==> src/rtl/rle_encoder_p.sv <==
// Run-length encoder coprocessor: reads a symbol frame from a single-port SRAM and
// writes packed {symbol, count} pairs back to it, splitting runs that saturate the count.
module rle_encoder_p #(
    parameter int SYM_W  = 8,
    parameter int CNT_W  = 8,
    parameter int DATA_W = 32,
    parameter int ADDR_W = 16
) (
    input  logic              i_clk,
    input  logic              i_reset,
    input  logic              i_start,
    input  logic [ADDR_W-1:0] i_message_addr,
    input  logic [31:0]       i_message_size,
    input  logic [ADDR_W-1:0] i_rle_addr,
    input  logic [DATA_W-1:0] i_mem_rdata,
    output logic [DATA_W-1:0] o_mem_wdata,
    output logic [ADDR_W-1:0] o_mem_addr,
    output logic              o_mem_we,
    output logic              o_busy,
    output logic              o_done,
    output logic [31:0]       o_rle_size
);

    localparam int PW         = SYM_W + CNT_W;
    localparam int SPW        = DATA_W / SYM_W;
    localparam int PPW        = DATA_W / PW;
    localparam int SYM_BYTES  = SYM_W / 8;
    localparam int PAIR_BYTES = PW / 8;
    localparam int SIDX_W     = (SPW > 1) ? $clog2(SPW) : 1;
    localparam int PIDX_W     = (PPW > 1) ? $clog2(PPW) : 1;
    localparam logic [CNT_W-1:0] CNT_MAX = '1;

    typedef enum logic [2:0] {
        S_IDLE, S_RD_REQ, S_RD_WAIT, S_SCAN, S_WRITE, S_FLUSH, S_DONE
    } state_t;

    state_t r_state, w_state_next;
    state_t r_ret, w_ret_next;

    logic [ADDR_W-1:0] r_maddr, r_raddr, r_rd_word, r_wr_word;
    logic [31:0]       r_nsym, r_sym_idx, r_pair_cnt;
    logic [SIDX_W-1:0] r_sidx;
    logic [PIDX_W-1:0] r_pidx;
    logic [DATA_W-1:0] r_shift;
    logic [SYM_W-1:0]  r_cur_sym;
    logic [CNT_W-1:0]  r_cur_cnt;
    logic [PW-1:0]     r_slot [PPW];

    logic [DATA_W-1:0] w_pack;
    logic [SYM_W-1:0]  w_sym;
    logic [PW-1:0]     w_pair;
    logic [31:0]       w_nsym_start;
    logic w_start_ok, w_first, w_extend, w_last_frame, w_last_word, w_append, w_buf_full;

    assign w_start_ok   = i_start && (r_state == S_IDLE || r_state == S_DONE);
    assign w_nsym_start = i_message_size / 32'(SYM_BYTES);
    assign w_sym        = r_shift[SYM_W-1:0];
    assign w_pair       = {r_cur_sym, r_cur_cnt};
    assign w_first      = (r_sym_idx == 32'd0);
    assign w_extend     = !w_first && (w_sym == r_cur_sym) && (r_cur_cnt != CNT_MAX);
    assign w_last_frame = (r_sym_idx == r_nsym - 32'd1);
    assign w_last_word  = (r_sidx == SIDX_W'(SPW - 1));
    // FLUSH appends the still-open run; SCAN appends the run a new symbol just closed.
    assign w_append     = (r_state == S_SCAN && !w_first && !w_extend) || (r_state == S_FLUSH);
    assign w_buf_full   = w_append && (r_pidx == PIDX_W'(PPW - 1));

    assign o_busy     = (r_state != S_IDLE) && (r_state != S_DONE);
    assign o_done     = (r_state == S_DONE);
    assign o_rle_size = (r_state == S_DONE) ? r_pair_cnt * 32'(PAIR_BYTES) : 32'd0;

    // One register per pair slot; slot k sits at bits [(k+1)*PW-1 : k*PW] of the write word.
    generate
        for (genvar gi = 0; gi < PPW; gi++) begin : g_slot
            always_ff @(posedge i_clk or posedge i_reset) begin
                if (i_reset) begin
                    r_slot[gi] <= '0;
                end else if (w_start_ok || r_state == S_WRITE) begin
                    r_slot[gi] <= '0;
                end else if (w_append && r_pidx == PIDX_W'(gi)) begin
                    r_slot[gi] <= w_pair;
                end
            end
            assign w_pack[gi*PW +: PW] = r_slot[gi];
        end
    endgenerate

    always_ff @(posedge i_clk or posedge i_reset) begin
        if (i_reset) begin
            r_state <= S_IDLE;
            r_ret   <= S_IDLE;
        end else begin
            r_state <= w_state_next;
            r_ret   <= w_ret_next;
        end
    end

    always_comb begin
        w_state_next = r_state;
        w_ret_next   = r_ret;
        o_mem_addr   = '0;
        o_mem_we     = 1'b0;
        o_mem_wdata  = '0;
        case (r_state)
            S_IDLE, S_DONE: begin
                if (w_start_ok) begin
                    w_state_next = (w_nsym_start == 32'd0) ? S_DONE : S_RD_REQ;
                end
            end
            S_RD_REQ: begin
                o_mem_addr   = r_maddr + r_rd_word;
                w_state_next = S_RD_WAIT;
            end
            S_RD_WAIT: begin
                w_state_next = S_SCAN;
            end
            S_SCAN: begin
                if (w_last_frame) begin
                    w_state_next = S_FLUSH;
                end else if (w_last_word) begin
                    w_state_next = S_RD_REQ;
                end else begin
                    w_state_next = S_SCAN;
                end
                if (w_buf_full) begin
                    w_ret_next   = w_state_next;
                    w_state_next = S_WRITE;
                end
            end
            S_WRITE: begin
                o_mem_addr   = r_raddr + r_wr_word;
                o_mem_we     = 1'b1;
                o_mem_wdata  = w_pack;
                w_state_next = r_ret;
            end
            S_FLUSH: begin
                w_ret_next   = S_DONE;
                w_state_next = S_WRITE;
            end
            default: begin
                w_state_next = S_IDLE;
            end
        endcase
    end

    always_ff @(posedge i_clk or posedge i_reset) begin
        if (i_reset) begin
            r_maddr    <= '0;
            r_raddr    <= '0;
            r_rd_word  <= '0;
            r_wr_word  <= '0;
            r_nsym     <= '0;
            r_sym_idx  <= '0;
            r_pair_cnt <= '0;
            r_sidx     <= '0;
            r_pidx     <= '0;
            r_shift    <= '0;
            r_cur_sym  <= '0;
            r_cur_cnt  <= '0;
        end else if (w_start_ok) begin
            r_maddr    <= i_message_addr;
            r_raddr    <= i_rle_addr;
            r_nsym     <= w_nsym_start;
            r_rd_word  <= '0;
            r_wr_word  <= '0;
            r_sym_idx  <= '0;
            r_pair_cnt <= '0;
            r_sidx     <= '0;
            r_pidx     <= '0;
            r_cur_sym  <= '0;
            r_cur_cnt  <= '0;
        end else begin
            case (r_state)
                S_RD_WAIT: begin
                    r_shift   <= i_mem_rdata;
                    r_rd_word <= r_rd_word + ADDR_W'(1);
                    r_sidx    <= '0;
                end
                S_SCAN: begin
                    r_shift   <= r_shift >> SYM_W;
                    r_sidx    <= r_sidx + SIDX_W'(1);
                    r_sym_idx <= r_sym_idx + 32'd1;
                    if (w_extend) begin
                        r_cur_cnt <= r_cur_cnt + CNT_W'(1);
                    end else begin
                        r_cur_sym <= w_sym;
                        r_cur_cnt <= CNT_W'(1);
                    end
                end
                S_WRITE: begin
                    r_wr_word <= r_wr_word + ADDR_W'(1);
                    r_pidx    <= '0;
                end
                default: ;
            endcase
            if (w_append) begin
                r_pidx     <= r_pidx + PIDX_W'(1);
                r_pair_cnt <= r_pair_cnt + 32'd1;
            end
        end
    end

endmodule

==> config.mk <==
export PLATFORM = sky130hd
export DESIGN_NAME = rle_encoder_p
export DESIGN_NICKNAME = d
export VERILOG_FILES = /design/src/rtl/rle_encoder_p.sv
export SDC_FILE = /design/constraint.sdc
export NUM_CORES = 1
export LEC_CHECK = 0
export CORE_MARGIN = 2
export CORE_UTILIZATION = 52
export CTS_BUF_LIST = sky130_fd_sc_hd__clkbuf_8
export DETAILED_ROUTE_END_ITERATION = 10
export GPL_TIMING_DRIVEN = 0
export PLACE_DENSITY = 0.79
export SLEW_MARGIN = 0
export SYNTH_ARGS = -nofsm -noshare
export SYNTH_HDL_FRONTEND = slang
export SYNTH_SLANG_ARGS = --single-unit
==> constraint.sdc <==
create_clock -name i_clk -period 10.4 [get_ports i_clk]
set_input_delay 3.12 -clock i_clk [delete_from_list [all_inputs] [get_ports i_clk]]
set_output_delay 3.12 -clock i_clk [all_outputs]
set_load 0.01 [all_outputs]
==> metrics.md <==
| Metric | Value |
|---|---|
| Tmin final | 7.10 ns |
| Mapped Nets | 1706 |
| Pin count of the biggest net entering global routing | 132 |
| Chip height | 168 µm |
| Crit path launch | r_rd_word[0] |
| Setup Crit Path Kind | register to primary output |
| CTS Root Cell | clkbuf_8 |
| VDD IR max | 0.123 mV |
| Clock Sinks | 248 |
| Max clock buf depth | 3 |
| Vias in the first global route | 12400 |
| Hpwl dp | 27100 µm |
| Reg2reg path depth | 10 |
| Initial drt markers | 978 |
| Count of state elements after synthesis | 248 |
| Worst reg2reg path startpoint | r_nsym[0] |
| TritonCTS clock tree | yes |
| Crit path DAT | 3.98 ns |
| Via-per-instance ratio | 5.75 |
| Fin util | 65.3% |
| Fmax | 0.141 GHz |
| IO Port Bufs | 180 |
| Register area share after synthesis | 44.6% |
| Final period util | 68.3% |
| 1st-pass router iterations | 5 |
| Routed WL | 37600 µm |
| R2r setup slk | 6.87 ns |
| Cell taking the most area after synthesis | dfrtp_1 |
| Cell Rows | 59 |
| Status | finished clean |
| Top cells by area, synth | dfrtp_1, nand2_1, xor2_1 |
| YS warnings | 0 |
| Wirelength per Cell | 17.4 µm |
| Post-Syn Instances | 1567 |
| Via count | 12400 |
| Min Hold Slack | 0.480 ns |
| Filler Cell Count | 2105 |
| CP Launch Type | register |
| H-tree level count | 2 |
| Total core area | 26200 µm² |
| GPL Wtd Cong | 0.892 |
| R2r endpoint | r_ret[1] |
| Slew headroom | 36.9% |
| Setup crit end | o_mem_addr[14] |
| LEAKAGE | 7.64 nW |
| DRC errors left | 0 |
| Post-cts gate resize count | 0 |
| Final setup viols | 0 |
| Post-CTS Hold Buffers | 0 |
| Top_reg_cell synth | dfrtp_1 |
| Ys async rst share | 100% |
| Pwr Total | 0.00418 W |
| Share of cells above drive strength 1 | 5.49% |
| Netlist cell types | 77 |
| Post-route antenna net violation count | 0 |
| Clock slew at reported path FFs | 0.06 ns |
| Starting Density | 53.1% |
| Register area | 6210 µm² |
| Area delta synth->final | 22.8% |
| Worst-Margin Slew | 0.946 ns |
| Hold Fails Final Rpt | 0 |
| Grt ovf | 0 |
| First-pass GRT wire length | 61700 µm |
| Slew Limit Fails | 0 |
| Postcts setup bufs | 0 |
| Critical Path RT | 7.28 ns |
| Total CTS buffers | 44 |
| Final nets | 1934 |
| Die Area | 28100 µm² |
| Max_cap viols | 0 |
| I/O pin count | 182 |
| RSZ-0062 raised after global routing | false |
| Mean Syn Cell Area | 8.89 µm² |
| Synth top area share | 44.6% |
| Post-synthesis cell area | 13900 µm² |
| Ant diodes | 0 |
| CP endpoint kind | primary output |
| Setup WS pre-CTS | 3.96 ns |
| Post-synth EDFFs | 0 |
| Max Clock Skew | 0.0390 ns |
| Pwr/cell area | 244 nW/µm² |
| Final Worst Setup Slack | 3.30 ns |
| Worst min-delay path class | register to register |
| Multi-input logic area | 7300 µm² |
| Die Wd | 168 µm |
| Setup TNS Final | 0 ns |
| Global-route usage over all layers | 26.9% |
| Initial antenna violation count | 1 |
| Critical path fanouts, max | 4 |
| Clk_lat worst skew | 0.58 ns |
==> synth_stat cells (3+ instances only) <==
cell type  count
o211ai_1       9
xor2_1        74
nor2b_1        9
a211oi_1       6
a211o_1        3
o31ai_1        5
buf_1          3
mux2i_1       26
o21ai_0       86
nand3b_1       4
a41oi_1        3
buf_2          3
nor4_1        23
a22oi_1        5
a21oi_1       62
nand2_1      304
nand2b_1      24
inv_1         27
nor3_1        38
and2_1        62
o311ai_0       3
nor2_1       117
o21a_1         6
nand3_1       46
nand4_1       31
a31oi_1        3
a31o_2         3
or3_1         31
ha_1          38
a22o_1        33
and4_1         5
o22ai_1       13
or2_2          6
a21o_1         7
dfrtp_1      248
clkbuf_1      72
xnor2_1       64
and3_1        14
==> how the worst min path moves through the flow <==
stage	startpoint	end	slack, ns	cells past startpoint
after global placement	r_shift[24]	r_shift[24]	0.46	2
after floorplan	r_ret[0]	r_ret[0]	0.45	2
final	r_shift[31]	r_shift[31]	0.48	2
after CTS	r_shift[29]	r_shift[29]	0.49	2
after detailed placement	r_ret[0]	r_ret[0]	0.47	2
after global routing	r_shift[25]	r_shift[25]	0.51	2
==> per-stage QoR <==
| step | instances | instance area, µm² |
|---|---|---|
| 2_1_floorplan | 1567 | 13900 |
| 3_3_place_gp | 2082 | 16100 |
| 3_5_place_dp | 2083 | 16200 |
| 4_1_cts | 2157 | 17100 |
| 5_1_grt | 2158 | 17100 |
| 6_report | 2158 | 17100 |
==> power by group <==
part | switching [W] | internal (W) | leakage, nW
Sequential | 0.000266 | 0.00124 | 3.27
Combinational | 0.00104 | 0.000693 | 3.87
Clock | 0.000414 | 0.000528 | 0.500
Total | 0.00172 | 0.00246 | 7.64
==> critical path: stages (launching register included) <==
cell	delay, ns
dfrtp_1	0.44
ha_1	0.25
fa_1	0.43
a211oi_1	0.25
o21a_1	0.18
o311ai_0	0.21
a21o_1	0.23
a21oi_1	0.24
o21ai_0	0.17
xnor2_1	0.15
o22ai_1	0.26
clkdlybuf4s50_1	0.59
==> kinds of logic (layout without fill, tap and decap cells) <==
family / after synthesis / in the layout / synth area share, %
simple gates: 736 / 736 / 25.4
other cells: 1 / 1 / 0.0269
buf+inv: 108 / 364 / 3.07
compound gates: 269 / 269 / 12.6
fa+ha+maj: 40 / 40 / 3.70
mux: 27 / 27 / 1.95
xor+xnor: 138 / 138 / 8.68
flops: 248 / 248 / 44.6
==> layout by cell type, fill, tap and decap left out, types with 33 or more instances in the layout <==
cell             synthesis  routed
clkbuf_1                72      72
nand2_1                304     304
ha_1                    38      38
nor3_1                  38      38
dfrtp_1                248     248
a22o_1                  33      33
nand3_1                 46      46
clkdlybuf4s50_1          0     180
inv_1                   27      33
clkbuf_8                 0      59
o21ai_0                 86      86
and2_1                  62      62
nor2_1                 117     117
a21oi_1                 62      62
xor2_1                  74      74
xnor2_1                 64      64
==> per-layer routing <==
layer | up-vias | wire length (µm) | part of all wire, % | GRT usage (%)
met5 | - | 13 | 0.035 | 0
met4 | 2 | 1210 | 3.2 | 9.57
met3 | 99 | 2440 | 6.5 | 4.30
met2 | 441 | 17700 | 47 | 45.4
met1 | 6005 | 16300 | 43 | 35.2
li1 | 5868 | - | - | -
==> registers in the layout (all words and copies together), names as in the netlist, 16 cells and up <==
register,count
r_shift,32
r_slot,32
r_raddr,16
r_sym_idx,32
r_nsym,32
r_pair_cnt,31
r_wr_word,16
r_rd_word,16
r_maddr,16
==> layout make-up <==
class	count	share of cell area [%]
plain buffers	81	1.91
inverters	27	0.636
flip-flops and latches	248	36.3
repair buffers	182	10.7
multi-input cells	1211	42.7
clock inverters	15	0.571
well taps	335	2.45
clock buffers	59	4.75
Note: power is estimated with default switching activity, not from simulation.
